## src/rtl/pcie_rx_merge.sv

```systemverilog
// pcie_rx_merge: receive-side merge of two destination streams (D0, D1).
// Each stream lands in a small FIFO. The FIFOs are drained round-robin into
// one registered output stream. Per-destination pause flags go back to the
// sender. A small control FSM (RESET/INIT/IDLE/ACTIVE/ERROR) mirrors the
// transmit side.
// Optional feature: define RX_DEST_CHECK_EN to drop words whose destination
// bit does not match the port they arrive on. Such a drop sets a sticky
// dest_err flag.

// One destination FIFO: pointer based, occupancy counter one bit wider
module pcie_rx_merge_fifo #(
    parameter int DATA_W = 6,
    parameter int DEPTH  = 4,
    parameter int ADDR_W = 2
) (
    input  logic              clk,
    input  logic              reset,
    input  logic              wr_en,
    input  logic [DATA_W-1:0] wr_data,
    input  logic              rd_en,
    output logic [DATA_W-1:0] rd_data,
    output logic [ADDR_W:0]   occ
);
    logic [DATA_W-1:0] mem [DEPTH];
    logic [ADDR_W-1:0] wr_ptr;
    logic [ADDR_W-1:0] rd_ptr;

    // pointers wrap naturally modulo DEPTH; occupancy tracks push/pop balance
    always_ff @(posedge clk or posedge reset) begin
        if (reset) begin
            wr_ptr <= '0;
            rd_ptr <= '0;
            occ    <= '0;
        end else begin
            if (wr_en) wr_ptr <= wr_ptr + 1'b1;
            if (rd_en) rd_ptr <= rd_ptr + 1'b1;
            case ({wr_en, rd_en})
                2'b10:   occ <= occ + 1'b1;
                2'b01:   occ <= occ - 1'b1;
                default: ;
            endcase
        end
    end

    // storage needs no reset: an empty FIFO is never read
    always_ff @(posedge clk) begin
        if (wr_en) mem[wr_ptr] <= wr_data;
    end

    assign rd_data = mem[rd_ptr];
endmodule

module pcie_rx_merge #(
    parameter int DATA_W  = 6,
    parameter int DEPTH   = 4,
    parameter int ADDR_W  = 2,
    parameter int UMB_DEF = 1
) (
    input  logic              clk,
    input  logic              reset,
    input  logic              init,
    input  logic [1:0]        umbral_in,
    input  logic [DATA_W-1:0] data_in0,
    input  logic              push0,
    input  logic [DATA_W-1:0] data_in1,
    input  logic              push1,
    input  logic              pop,
    output logic [DATA_W-1:0] data_out,
    output logic              valid_out,
    output logic              pausa0,
    output logic              pausa1,
    output logic [4:0]        count0,
    output logic [4:0]        count1,
    output logic              idle_out,
    output logic              active_out,
    output logic              error_out,
    output logic              dest_err
);
    localparam int DEST_BIT = 4;
    localparam logic [ADDR_W:0]   FULL_OCC  = (ADDR_W+1)'(DEPTH);
    localparam logic [ADDR_W+1:0] DEPTH_EXT = (ADDR_W+2)'(DEPTH);

    typedef enum logic [2:0] {
        S_RESET, S_INIT, S_IDLE, S_ACTIVE, S_ERROR
    } state_t;

    state_t state, state_nx;

    logic [1:0][DATA_W-1:0] din;
    logic [1:0][DATA_W-1:0] rdata;
    logic [1:0][ADDR_W:0]   occ;
    logic [1:0]             push;
    logic [1:0]             wr_ok;      // push that survives the destination check
    logic [1:0]             full;
    logic [1:0]             nonempty;
    logic [1:0]             rd;
    logic [1:0]             wr;
    logic [1:0]             ovf;
    logic [1:0]             pausa;
    logic [1:0]             umbral;
    logic                   rr_ptr;     // 0: D0 wins a tie, 1: D1 wins
    logic                   pop_en;
    logic                   take;
    logic                   sel;
    logic                   overflow;

    assign din  = {data_in1, data_in0};
    assign push = {push1, push0};

    genvar g;
    generate
        for (g = 0; g < 2; g++) begin : g_dst
`ifdef RX_DEST_CHECK_EN
            assign wr_ok[g] = push[g] && (din[g][DEST_BIT] == 1'(g));
`else
            assign wr_ok[g] = push[g];
`endif
            assign full[g]     = (occ[g] == FULL_OCC);
            assign nonempty[g] = (occ[g] != '0);
            // a full FIFO still accepts a word when it is popped the same cycle
            assign wr[g]       = wr_ok[g] && (!full[g] || rd[g]);
            assign ovf[g]      = wr_ok[g] && full[g] && !rd[g];
            // free <= umbral  <=>  occ + umbral >= DEPTH
            assign pausa[g]    = ({1'b0, occ[g]} + {{ADDR_W{1'b0}}, umbral}) >= DEPTH_EXT;

            pcie_rx_merge_fifo #(
                .DATA_W (DATA_W),
                .DEPTH  (DEPTH),
                .ADDR_W (ADDR_W)
            ) u_fifo (
                .clk     (clk),
                .reset   (reset),
                .wr_en   (wr[g]),
                .wr_data (din[g]),
                .rd_en   (rd[g]),
                .rd_data (rdata[g]),
                .occ     (occ[g])
            );
        end
    endgenerate

    // pops are honoured only while the path is up; a tie goes to the RR pointer
    assign pop_en   = pop && (state == S_IDLE || state == S_ACTIVE);
    assign take     = pop_en && (|nonempty);
    assign sel      = (&nonempty) ? rr_ptr : nonempty[1];
    assign rd[0]    = take && !sel;
    assign rd[1]    = take && sel;
    assign overflow = |ovf;

    assign pausa0     = pausa[0];
    assign pausa1     = pausa[1];
    assign idle_out   = (state == S_IDLE);
    assign active_out = (state == S_ACTIVE);
    assign error_out  = (state == S_ERROR);

    // control state register
    always_ff @(posedge clk or posedge reset) begin
        if (reset) state <= S_RESET;
        else       state <= state_nx;
    end

    // next state: overflow beats init, init beats the IDLE/ACTIVE decisions
    always_comb begin
        state_nx = state;
        case (state)
            S_RESET: state_nx = S_INIT;
            S_ERROR: state_nx = S_ERROR;
            default: begin
                if (overflow)        state_nx = S_ERROR;
                else if (init)       state_nx = S_INIT;
                else if (state == S_INIT)
                    state_nx = S_IDLE;
                else if (state == S_IDLE) begin
                    if (|nonempty) state_nx = S_ACTIVE;
                end else if (!(|nonempty) && !(|wr_ok))
                    state_nx = S_IDLE;
            end
        endcase
    end

    // merged output word, RR pointer and per-destination delivery counters
    always_ff @(posedge clk or posedge reset) begin
        if (reset) begin
            data_out  <= '0;
            valid_out <= 1'b0;
            rr_ptr    <= 1'b0;
            count0    <= '0;
            count1    <= '0;
        end else begin
            valid_out <= take;
            if (take) begin
                data_out <= rdata[sel];
                rr_ptr   <= !sel;
            end
            if (rd[0] && count0 != 5'd31) count0 <= count0 + 5'd1;
            if (rd[1] && count1 != 5'd31) count1 <= count1 + 5'd1;
        end
    end

    // pause threshold, loaded continuously while init is held in INIT
    always_ff @(posedge clk or posedge reset) begin
        if (reset)                       umbral <= 2'(UMB_DEF);
        else if (state == S_INIT && init) umbral <= umbral_in;
    end

`ifdef RX_DEST_CHECK_EN
    // sticky flag for any word rejected by the destination check
    always_ff @(posedge clk or posedge reset) begin
        if (reset)                 dest_err <= 1'b0;
        else if (|(push & ~wr_ok)) dest_err <= 1'b1;
    end
`else
    assign dest_err = 1'b0;
`endif
endmodule

```

## config.mk

```make
export PLATFORM = sky130hd
export DESIGN_NAME = pcie_rx_merge
export DESIGN_NICKNAME = d
export VERILOG_FILES = /design/src/rtl/pcie_rx_merge.sv
export SDC_FILE = /design/constraint.sdc
export NUM_CORES = 1
export LEC_CHECK = 0
export ABC_AREA = 0
export CAP_MARGIN = 5
export CORE_UTILIZATION = 32
export DETAILED_ROUTE_END_ITERATION = 8
export GPL_TIMING_DRIVEN = 1
export HOLD_SLACK_MARGIN = 0.15
export SYNTH_ARGS = -nofsm -noshare
export SYNTH_HDL_FRONTEND = slang
export SYNTH_SLANG_ARGS = --single-unit
```

## constraint.sdc

```tcl
create_clock -name clk -period 5.4 [get_ports clk]
set_clock_uncertainty 0.15 [all_clocks]
set_input_delay 1.08 -clock clk [delete_from_list [all_inputs] [get_ports clk]]
set_output_delay 1.08 -clock clk [all_outputs]
set_load 0.005 [all_outputs]
```

==> metrics.csv <==
metric,value,unit
CP Max Fanout,9,
CP bufs+invs,2,
crit-path max cell delay,0.64,ns
die height,110,µm
area of the multi-input gates,1290,µm²
crit-path cells,clkdlybuf4s50_1 -> nand3b_1 -> nor3_2 -> ha_1 -> inv_1 -> fa_1 -> xor2_1 -> nor2_1 -> xnor2_1,
register bit total from synthesis,85,
status,completed,
Tot Pwr,2.44,mW
sequential cell area,2370,µm²
DR WL/cell,15.3,µm
# nets final,335,
htree depth,3,
vias in the first global route,2051,
"antenna viol nets, final",0,
worst vdd ir,0.227,mV
Post-route DRC,0,
filler cell count in the final layout,1084,
final setup fails,0,
Crit Path Category,input port to register,
PnR worst setup slack,2.04,ns
final instance area,4620,µm²
Initial Util,32.9,%
Worst Tran Pin Value,0.727,ns
Post-Place Worst Slack,1.63,ns
Die Width,110,µm
"most common cell after layout, fill and taps aside",edfxtp_1,
Post-synth EDFFs,48,
relative max-transition margin,51.2,%
Placer Congestion,0.754,
largest net degree at the start of global routing,38,
post-CTS setup buffer count,0,
Cell variety after synth,42,
crit-path leading delay family,simple AND/OR/NAND/NOR gates,
worst min path class,register to register,
post-synthesis sequential area ratio,63.0,%
Port Buffers,41,
Max clock buf depth,2,
worst-skew pair later-pin latency,0.33,ns
Sink Count,85,
CTS tree,yes,
TritonCTS Buffers,9,
die area,12200,µm²
min cycle time layout,3.36,ns
Fin Setup TNS,0,ns
"commonest cells after routing, fill and taps aside","edfxtp_1 (48), clkdlybuf4s50_1 (41), dfrtp_1 (36)",
Ports,43,
grt ovf,0,
Leak,1.81,nW
area delta synth->final,23.0,%
Mapped Avg Cell Area,14.9,µm²
GRT Util Overall,12.5,%
maximum clock rate,297,MHz
final hold violation count,0,
share of layout cells above drive strength 1,14.6,%
cts hold-fix bufs,0,
crit end category,register,
first-pass GRT wire length,11000,µm
DRT iter0 DRCs,153,
initial antenna violation count,0,
root buffer cell,clkbuf_16,
pwr dens,529,nW/µm²
WP data required,5.51,ns
TritonRoute pass-1 iters,4,
Slew Limit Fails,0,
DP HPWL,4720,µm
Mapped Area,3760,µm²
CP arrival,3.47,ns
placed cell count,429,
core area,11400,µm²
ys flop type,edfxtp_1,
Tcrit/Tclk final,62.3,%
unrepaired setup endpoints after global routing,false,
dpl cell area,4320,µm²
Synth Instances,253,
Post-CTS Resized,0,
ANT cells,0,
slowest CP cell,nor3_2,
Via density,4.70,
drt total wl,6800,µm
Synth Warn #,0,
Final Non-Filler Cells,445,
Syn Nets,291,
Clock transition at path regs,0.06,ns
Max Cap Viol,0,
vias,2093,
Post-synth ARST share,43.5,%
Placement Rows,39,
Setup crit start kind,input port,
==> flip-flops by register name, indices dropped and copies added (netlist names), named ones only <==
signal and flops:
count0 5, count1 5, data_out 6, g_dst.u_fifo.mem 48
g_dst.u_fifo.occ 6, g_dst.u_fifo.rd_ptr 4, g_dst.u_fifo.wr_ptr 4, rr_ptr 1
state 2, umbral 2, valid_out 1
==> worst paths after layout <==
kind,start,to,slack (ns),cells past startpoint
hold / removal,data_out[4],data_out[4],0.32,2
hold reg to reg,data_out[4],data_out[4],0.32,2
min in group asynchronous,reset,data_out[5],1.02,3
setup reg to reg,g_dst[1].u_fifo.occ[1],g_dst[0].u_fifo.occ[2],2.45,9
setup / recovery,pop,g_dst[0].u_fifo.occ[2],2.04,9
max in group asynchronous,reset,umbral[0],3.71,3
==> routing by layer <==
metal | GRT usage [%] | part of all wire [%] | up-vias
li1 | - | - | 1012
met1 | 17.0 | 47 | 1037
met2 | 19.0 | 48 | 40
met3 | 3.17 | 3.6 | 4
met4 | 5.08 | 1.1 | 0
met5 | 0 | 0 | -
==> worst min-delay path: cells and delay by family, from the launching register on <==
family / cells / cell delay, ns
DFF: 1 / 0.34
and+or+nand+nor: 2 / 0.10
==> logic make-up after synthesis <==
logic type | after synthesis | share of synthesized area (%)
AO/OA/AOI/OAI | 23 | 4.93
XOR/XNOR | 18 | 4.20
adder cells (fa/ha/maj) | 18 | 6.39
buffers and inverters | 24 | 2.50
flip-flops | 85 | 63.0
multiplexers | 21 | 9.82
other | 1 | 0.0998
AND/OR/NAND/NOR | 63 | 9.02
==> Yosys cell counts, types with 2 or more instances <==
cell      count  share of area (%)
edfxtp_1     48                 38
dfrtp_1      36                 24
nand2_1      23                2.3
ha_1         16                5.3
inv_1        15                1.5
mux4_2       12                7.2
xnor2_1      11                2.6
and3_1        8                1.3
nor2_1        8               0.80
mux2_2        7                2.1
xor2_1        7                1.6
a22oi_1       6                1.2
and2_1        6                1.0
clkbuf_1      6               0.60
o21ai_0       5               0.67
nor2b_1       3               0.50
nor3_2        3               0.80
a21oi_1       2               0.27
a311o_1       2               0.53
and3b_1       2               0.47
buf_1         2               0.20
fa_1          2                1.1
mux2i_1       2               0.53
nand4_1       2               0.33
nor3_1        2               0.27
==> area by class of cell <==
class                      count  share of cell area, %
timing repair buffer          42                   9.04
clock inverter                 5                  0.893
sequential                    85                   51.2
inverter                      15                   1.22
tap                          143                   3.87
clock buffer                  11                   5.71
multi-input combinational    144                   28.0
==> power by group <==
part | leakage [nW] | switching, mW | internal [mW]
Combinational | 0.771 | 0.327 | 0.412
Sequential | 0.893 | 0.196 | 0.897
Clock | 0.149 | 0.255 | 0.356
Total | 1.81 | 0.779 | 1.67
==> through the flow <==
| step | util [%] | hold WS, ns |
|---|---|---|
| global route | 40.5 | 0.342 |
| global placement | 37.8 | 0.302 |
| floorplan | - | 0.313 |
| detailed placement | 37.8 | 0.308 |
| finish | 40.5 | 0.317 |
| CTS | 40.5 | 0.323 |
(Power assumes the default switching activity.)
